## config.mk

```make
export PLATFORM = sky130hd
export DESIGN_NAME = sipo_rx_controller_flat
export DESIGN_NICKNAME = d
export VERILOG_FILES = /design/src/rtl/sipo_rx_controller_if.sv /design/src/rtl/sipo_rx_controller.sv /design/src/flat_wrapper.sv
export SDC_FILE = /design/constraint.sdc
export NUM_CORES = 1
export LEC_CHECK = 0
export BUFFER_PORTS_ARGS = -buffer_cell sky130_fd_sc_hd__buf_2
export CAP_MARGIN = 0
export CELL_PAD_IN_SITES_DETAIL_PLACEMENT = 1
export CELL_PAD_IN_SITES_GLOBAL_PLACEMENT = 1
export CORE_MARGIN = 2
export CORE_UTILIZATION = 45
export CTS_CLUSTER_SIZE = 30
export DETAILED_ROUTE_END_ITERATION = 7
export GPL_ROUTABILITY_DRIVEN = 0
export PLACE_DENSITY_LB_ADDON = 0.1
export SETUP_SLACK_MARGIN = 0.05
export SYNTH_ARGS = -nofsm -noshare
export SYNTH_HDL_FRONTEND = slang
export SYNTH_SLANG_ARGS = --single-unit
export TNS_END_PERCENT = 20
```

## constraint.sdc

```tcl
create_clock -name clock -period 1.9 [get_ports clock]
set_input_delay 0.19 -clock clock [delete_from_list [all_inputs] [get_ports clock]]
set_output_delay 0.19 -clock clock [all_outputs]
set_load 0.02 [all_outputs]
```

## src/rtl/sipo_rx_controller_if.sv

```systemverilog
// Serial-receive bus: serial line in, message valid/ready handshake out.
// master = receiver side, slave = line driver / consumer side.
interface sipo_rx_controller_if #(
  parameter int DATA_WIDTH = 8
);
  logic                  serialIn;
  logic                  messageReady;
  logic [DATA_WIDTH-1:0] message;
  logic                  messageValid;
  logic                  busy;
  logic                  frameError;
  logic                  overrun;
  logic                  parityError;

  modport master (
    input  serialIn,
    input  messageReady,
    output message,
    output messageValid,
    output busy,
    output frameError,
    output overrun,
    output parityError
  );

  modport slave (
    output serialIn,
    output messageReady,
    input  message,
    input  messageValid,
    input  busy,
    input  frameError,
    input  overrun,
    input  parityError
  );
endinterface

```

## src/rtl/sipo_rx_controller.sv

```systemverilog
// Frame-aligned SIPO receiver: start/data(LSB first)/[parity]/stop, then
// valid/ready delivery. Ports: clock, reset (async high), bus (master).
// Optional even parity bit enabled by defining SIPO_RX_PARITY_EN.
module sipo_rx_controller #(
  parameter int   DATA_WIDTH = 8,
  parameter logic IDLE_LEVEL = 1'b1
) (
  input logic                   clock,
  input logic                   reset,
  sipo_rx_controller_if.master  bus
);
  localparam int CW = $clog2(DATA_WIDTH + 1);
  localparam logic [CW-1:0] LAST = CW'(DATA_WIDTH - 1);

  typedef enum logic [1:0] {
    IDLE,
    SHIFT,
    PARITY,
    STOP
  } state_t;

  state_t                state_q, state_d;
  logic [CW-1:0]         bit_cnt_q, bit_cnt_d;
  logic [DATA_WIDTH-1:0] shreg_q, shreg_d;
  logic [DATA_WIDTH-1:0] msg_q, msg_d;
  logic                  valid_q, valid_d;
  logic                  ferr_q, ferr_d;
  logic                  ovr_q, ovr_d;
  logic [DATA_WIDTH:0]   shift_cat;
  logic                  good;
`ifdef SIPO_RX_PARITY_EN
  logic                  perr_q, perr_d;
  logic                  par_bad_q, par_bad_d;
`endif

  // New bit enters at the MSB; after DATA_WIDTH shifts the first bit is in [0].
  assign shift_cat = {bus.serialIn, shreg_q};

  always_comb begin
    state_d   = state_q;
    bit_cnt_d = bit_cnt_q;
    shreg_d   = shreg_q;
    msg_d     = msg_q;
    valid_d   = valid_q;
    ferr_d    = 1'b0;
    ovr_d     = 1'b0;
    good      = 1'b0;
`ifdef SIPO_RX_PARITY_EN
    perr_d    = 1'b0;
    par_bad_d = par_bad_q;
`endif
    if (valid_q && bus.messageReady) valid_d = 1'b0;
    unique case (state_q)
      IDLE: begin
        if (bus.serialIn == ~IDLE_LEVEL) begin
          state_d   = SHIFT;
          bit_cnt_d = '0;
        end
      end
      SHIFT: begin
        shreg_d   = shift_cat[DATA_WIDTH:1];
        bit_cnt_d = bit_cnt_q + 1'b1;
        if (bit_cnt_q == LAST) begin
`ifdef SIPO_RX_PARITY_EN
          state_d = PARITY;
`else
          state_d = STOP;
`endif
        end
      end
      PARITY: begin
`ifdef SIPO_RX_PARITY_EN
        // Even parity: data bits plus parity bit must XOR to zero.
        par_bad_d = ^shift_cat;
`endif
        state_d = STOP;
      end
      STOP: begin
        state_d = IDLE;
        if (bus.serialIn != IDLE_LEVEL) begin
          ferr_d = 1'b1;
        end
`ifdef SIPO_RX_PARITY_EN
        else if (par_bad_q) begin
          perr_d = 1'b1;
        end
`endif
        else begin
          good = 1'b1;
        end
      end
      default: state_d = IDLE;
    endcase
    // A consume on the delivery edge frees the buffer for the new byte.
    if (good) begin
      if (!valid_q || bus.messageReady) begin
        msg_d   = shreg_q;
        valid_d = 1'b1;
      end else begin
        ovr_d = 1'b1;
      end
    end
  end

  always_ff @(posedge clock or posedge reset) begin
    if (reset) begin
      state_q   <= IDLE;
      bit_cnt_q <= '0;
      shreg_q   <= '0;
      msg_q     <= '0;
      valid_q   <= 1'b0;
      ferr_q    <= 1'b0;
      ovr_q     <= 1'b0;
    end else begin
      state_q   <= state_d;
      bit_cnt_q <= bit_cnt_d;
      shreg_q   <= shreg_d;
      msg_q     <= msg_d;
      valid_q   <= valid_d;
      ferr_q    <= ferr_d;
      ovr_q     <= ovr_d;
    end
  end

`ifdef SIPO_RX_PARITY_EN
  always_ff @(posedge clock or posedge reset) begin
    if (reset) begin
      perr_q    <= 1'b0;
      par_bad_q <= 1'b0;
    end else begin
      perr_q    <= perr_d;
      par_bad_q <= par_bad_d;
    end
  end
  assign bus.parityError = perr_q;
`else
  assign bus.parityError = 1'b0;
`endif

  assign bus.message      = msg_q;
  assign bus.messageValid = valid_q;
  assign bus.busy         = (state_q != IDLE);
  assign bus.frameError   = ferr_q;
  assign bus.overrun      = ovr_q;
endmodule

```

## src/flat_wrapper.sv

```systemverilog
// flat-port wrapper written by rule: the top's interface ports become plain ports
module sipo_rx_controller_flat 
#(
  parameter int   DATA_WIDTH = 8,
  parameter logic IDLE_LEVEL = 1'b1
)
  (clock, reset, bus_serialIn, bus_messageReady, bus_message, bus_messageValid, bus_busy, bus_frameError, bus_overrun, bus_parityError);
  sipo_rx_controller_if #(.DATA_WIDTH(DATA_WIDTH)) bus_i ();
  input logic clock;
  input logic reset;
  input wire logic [$bits(bus_i.serialIn)-1:0] bus_serialIn;
  input wire logic [$bits(bus_i.messageReady)-1:0] bus_messageReady;
  output wire logic [$bits(bus_i.message)-1:0] bus_message;
  output wire logic [$bits(bus_i.messageValid)-1:0] bus_messageValid;
  output wire logic [$bits(bus_i.busy)-1:0] bus_busy;
  output wire logic [$bits(bus_i.frameError)-1:0] bus_frameError;
  output wire logic [$bits(bus_i.overrun)-1:0] bus_overrun;
  output wire logic [$bits(bus_i.parityError)-1:0] bus_parityError;
  assign bus_i.serialIn = bus_serialIn;
  assign bus_i.messageReady = bus_messageReady;
  assign bus_message = bus_i.message;
  assign bus_messageValid = bus_i.messageValid;
  assign bus_busy = bus_i.busy;
  assign bus_frameError = bus_i.frameError;
  assign bus_overrun = bus_i.overrun;
  assign bus_parityError = bus_i.parityError;
  sipo_rx_controller #(.DATA_WIDTH(DATA_WIDTH), .IDLE_LEVEL(IDLE_LEVEL)) u_core (.clock(clock), .reset(reset), .bus(bus_i));
endmodule
```

# After elaboration in Yosys (flattened, before gate mapping)
# Cells that the tools add are included.
# Widths: inputs -> output; s select.
dict set report totals {
  ff_bits 25
  input_bits 4
}
dict set report classes {
  addsub 1
  eq_ne 6
  n_mux 14
  reduce_logical 9
}
# cell n
set ops {}
lappend ops {{$mux 1} 9}
lappend ops {{$pmux 2 s4} 1}
lappend ops {{$pmux 4 s2} 1}
lappend ops {{$reduce_and 2->1} 3}
lappend ops {{$add 4x1->4 const B} 1}
lappend ops {{$eq 2x2->1 const B} 2}
lappend ops {{$eq 4x3->1 const B} 1}
lappend ops {{$mux 2} 2}
lappend ops {{$mux 4} 1}
lappend ops {{$reduce_bool 2->1} 2}
lappend ops {{$eq 2x1->1 const B} 1}
lappend ops {{$logic_not 2->1} 1}
lappend ops {{$ne 2x1->1 const B} 1}
lappend ops {{$ne 2x2->1 const B} 1}
lappend ops {{$logic_and 1x1->1} 1}
lappend ops {{$logic_not 1->1} 1}
lappend ops {{$logic_or 1x1->1} 1}

# Depth between registers and ports, before layout
dict set report depth {
  depth_word 4
  depth_mapped 5
  depth_no_buf 5
}

# Worst setup path before layout
# Ideal clock, no wire load.
dict set report synth_path {
  path_type {flip-flop to flip-flop}
  start {register u_core.state_q[0]}
  end {register u_core.state_q[1]}
  setup_time_ps 125
  arrival_ps 1246
  t_required_ps 1775
  path_slack_ps 529
  path_stages_with_launch 6
  synth_period_minus_slack_ps 1371
  path_cell_list {dfrtp_1 inv_1 ha_1 and2_4 a21oi_2 mux2_2}
}
dict set report synth_via {
  elab_chain_len 3
}
# item line_no
set synth_lines {}
lappend synth_lines {{from (decl)} sipo_rx_controller.sv:22} ;# state_t state_q, state_d;
lappend synth_lines {{from (signal assigned)} sipo_rx_controller.sv:115} ;# state_q <= state_d;
lappend synth_lines {{$eq 2x1->1 or $logic_not 2->1 (tied branches)} sipo_rx_controller.sv:53} ;# unique case (state_q)
lappend synth_lines {{$ne 2x1->1 (no source line) or $ne 2x2->1 (tied branches)} n/a}
lappend synth_lines {{$reduce_and 2->1 (no source line)} n/a}
# Parallel ways exist; a longest one is shown, timed or not.
# A chain may end at the register's enable or synchronous reset.

# Final worst setup path
dict set report layout_path {
  start {register u_core.state_q[0]}
  end {register u_core.msg_q[3] (netlist: u_core.bus.message[3])}
}
dict set report layout_via {
  elab_chain_len 3
}
# item line_no
set layout_lines {}
lappend layout_lines {{$eq 2x2->1} sipo_rx_controller.sv:53}
lappend layout_lines {{$mux 1} sipo_rx_controller.sv:53}
lappend layout_lines {{$reduce_and 2->1 (no source line)} n/a}
lappend layout_lines {{to (signal assigned)} sipo_rx_controller.sv:118} ;# msg_q <= msg_d;
lappend layout_lines {{to (decl)} sipo_rx_controller.sv:25} ;# logic [DATA_WIDTH-1:0] msg_q, msg_d;
# No other way between the ends.

==> impl_metrics.env <==
export IMPL_core_mm2=0.002432
export IMPL_crit_type="flip-flop to flip-flop"
export IMPL_cts_sinks=25
export IMPL_drt_vias_per_instance=5.023
export IMPL_grt_overflow=0
export IMPL_yosysSeqAreaShare_pct=54.70
export IMPL_hold_path_class="input port to flip-flop"
export IMPL_drtPass1Iterations=4
export IMPL_track_usage_pct=15.46
export IMPL_grt_start_max_net_pins=20
export IMPL_ios=17
export IMPL_cts_root_buf="clkbuf_4"
export IMPL_antenna_found_initial=0
export IMPL_met2_length_um=830
export IMPL_critPathRequiredTime_ns=2.11
export IMPL_synth_area_mm2=0.001144
export IMPL_grt_pass1_wl_um=3187
export IMPL_clk_pin_slew_ns=0.14
export IMPL_vias=648
export IMPL_synth_compound_area_share_pct=5.799
export IMPL_synth_simple_area_share_pct=10.18
export IMPL_synth_top_cell_area_share_pct=54.70
export IMPL_drc=0
export IMPL_avgSynthCellArea_um2=14.12
export IMPL_setup_viol=0
export IMPL_cts_buffers_inserted=3
export IMPL_grt_pass1_vias=645
export IMPL_fin_total_pwr_uw=2224
export IMPL_status="complete, no violations"
export IMPL_finalCritPeriodShare_pct=79.98
export IMPL_top_layer_used="met4"
export IMPL_synthAdderAreaFrac_pct=4.376
export IMPL_synth_distinct_cells=29
export IMPL_fillers=257
export IMPL_dp_hpwl_um=1403
export IMPL_row_count=18
export IMPL_synth_xor_area_share_pct=0
export IMPL_ys_ff_latch=25
export IMPL_cp_arrival_ns=1.73
export IMPL_p_per_area_mw_per_mm2=1749
export IMPL_finalMaxSlewViolations=0
export IMPL_fin_area_mm2=0.001271
export IMPL_drt_iter0_markers=2
export IMPL_cts_buffer_depth=2
export IMPL_yosys_area_top_type="dfrtp_1"
export IMPL_met1_length_um=946
export IMPL_rsz0062_at_grt="false"
export IMPL_post_cts_buffers=0
export IMPL_finalWorstSetupSlack_ns=0.3803
export IMPL_insertion_delay_ns=0.32
export IMPL_portBuffers=15
export IMPL_die_area_mm2=0.002960
export IMPL_hold_violations=0
export IMPL_fin_crit_ns=1.520
export IMPL_die_w_um=54.41
export IMPL_fin_tns_setup_ns=0
export IMPL_p_leak_uw=0.0006097
export IMPL_tritoncts="yes"
export IMPL_drive_gt1_share_pct=45.45
export IMPL_synth_nets=89
export IMPL_critPathMaxFanout=8
export IMPL_routedWlPerCell_um=14.50
export IMPL_fmax_mhz=658.0
export IMPL_fp_dieH_um=54.41
export IMPL_fin_nets=108
export IMPL_dp_slack_ns=0.1794
export IMPL_synth_top_family_by_area="multiplexers"
export IMPL_synth_area_leaders="dfrtp_1, mux2_4, mux2_2"
export IMPL_ir_drop_uv=887.2
export IMPL_dpl_cell_area_mm2=0.001229
export IMPL_netlist_instances=81
export IMPL_crit_path_start_kind="flip-flop"
export IMPL_hold_slack_ns=0.1225
export IMPL_routed_wirelength_um=1871
export IMPL_synthMuxAreaShare_pct=20.24
export IMPL_wl_met3_um=66
export IMPL_htreeDepth=1
export IMPL_end_kind="flip-flop"
export IMPL_clock_skew_ns=0.006681
export IMPL_area_growth_pct=11.16
export IMPL_ys_warnings_count=0
export IMPL_drv_cap=0
export IMPL_start_util_pct=47.02
export IMPL_antenna_cells=0
export IMPL_ant_nets=0
[power breakdown]
group	switching, µW	total [µW]	internal (µW)
registers	173	955	782
logic	488	1030	543
clock network	158	238	80.3
[routing by layer]
metal  vias to the layer above  GRT usage (%)
li1                        314              -
met1                       316          22.50
met2                        14          22.89
met3                         4          2.459
met4                         0          6.250
met5                         -              0
[layout make-up]
class,instances,area [µm²],area share [%]
Clock buffer,3,22.52,1.772
Clock inverter,1,7.507,0.5906
Inverter,4,15.01,1.181
Multi-Input combinational cell,49,470.5,37.01
Sequential cell,25,625.6,49.21
Tap cell,30,37.54,2.953
Timing Repair Buffer,17,92.59,7.283
[cell usage after synthesis (all sizes together)]
| master | count |
|---|---|
| ha | 4 |
| nand3 | 1 |
| and2 | 1 |
| nor3b | 1 |
| a22o | 1 |
| a32o | 1 |
| mux2 | 17 |
| nand3b | 1 |
| nor2b | 1 |
| nand2b | 3 |
| or3b | 1 |
| a21oi | 1 |
| a21o | 1 |
| and2b | 1 |
| nor3 | 1 |
| o31ai | 1 |
| conb | 1 |
| nand2 | 4 |
| a31o | 1 |
| nor2 | 2 |
| dfrtp | 25 |
| inv | 4 |
| mux2i | 1 |
| o21ai | 3 |
| buf | 3 |
[flip-flops by register name, summed over array words and instances, names as in the netlist]
name                     flops
u_core.state_q               2
u_core.bus.frameError        1
u_core.shreg_q               8
u_core.bus.messageValid      1
u_core.bit_cnt_q             4
u_core.bus.overrun           1
u_core.bus.message           8
[layout by cell type (no fill, tap or decap), drive strengths merged]
cell type / n
a21o: 1
a21oi: 1
a22o: 1
a31o: 1
a32o: 1
and2: 1
and2b: 1
buf: 16
clkbuf: 3
clkinvlp: 1
conb: 1
dfrtp: 25
dlygate4sd3: 1
ha: 4
inv: 4
mux2: 17
mux2i: 1
nand2: 4
nand2b: 3
nand3: 1
nand3b: 1
nor2: 2
nor2b: 1
nor3: 1
nor3b: 1
o21ai: 3
o31ai: 1
or3b: 1
[worst max-delay path, cell delays in order (launching register included)]
cell and delay [ns]:
dfrtp_1 0.41, ha_1 0.23, nand2_2 0.10, nor2b_4 0.33
mux2_4 0.34
[cell families after synthesis]
logic type / after synthesis
buffers and inverters: 7
multiplexers: 18
AND/OR/NAND/NOR: 17
AO/OA/AOI/OAI: 9
other: 1
adder cells (fa/ha/maj): 4
flip-flops: 25
[timing repair]
item	in CTS	in global routing
hold buffers	1	0
setup endpoints to repair	0	2
gates resized for setup	0	1
endpoints found under the hold margin	6	0
[worst paths after layout]
check | slack, ns | cells after the start | startpoint | endpoint
setup / recovery | 0.38 | 4 | u_core.state_q[0]$_DFFE_PP0P_ | u_core.bus.message[3]$_DFFE_PP0P_
hold / removal | 0.12 | 3 | bus_messageReady | u_core.bus.messageValid$_DFF_PP0_
setup reg to reg | 0.38 | 4 | u_core.state_q[0]$_DFFE_PP0P_ | u_core.bus.message[3]$_DFFE_PP0P_
hold reg to reg | 0.52 | 1 | u_core.bus.message[6]$_DFFE_PP0P_ | u_core.bus.message[6]$_DFFE_PP0P_
max in group asynchronous | 1.06 | 4 | reset | u_core.bus.overrun$_DFF_PP0_
min in group asynchronous | 0.33 | 3 | reset | u_core.bit_cnt_q[2]$_DFFE_PP0P_
[metrics by stage]
step | std cells | util [%]
final | 129 | 52.26
after global routing | 129 | 52.26
after CTS | 129 | 52.16
after detailed placement | 124 | 50.51
after global placement | 124 | 50.51
after floorplan | 81 | -
Note: power is estimated with default switching activity, not from simulation.
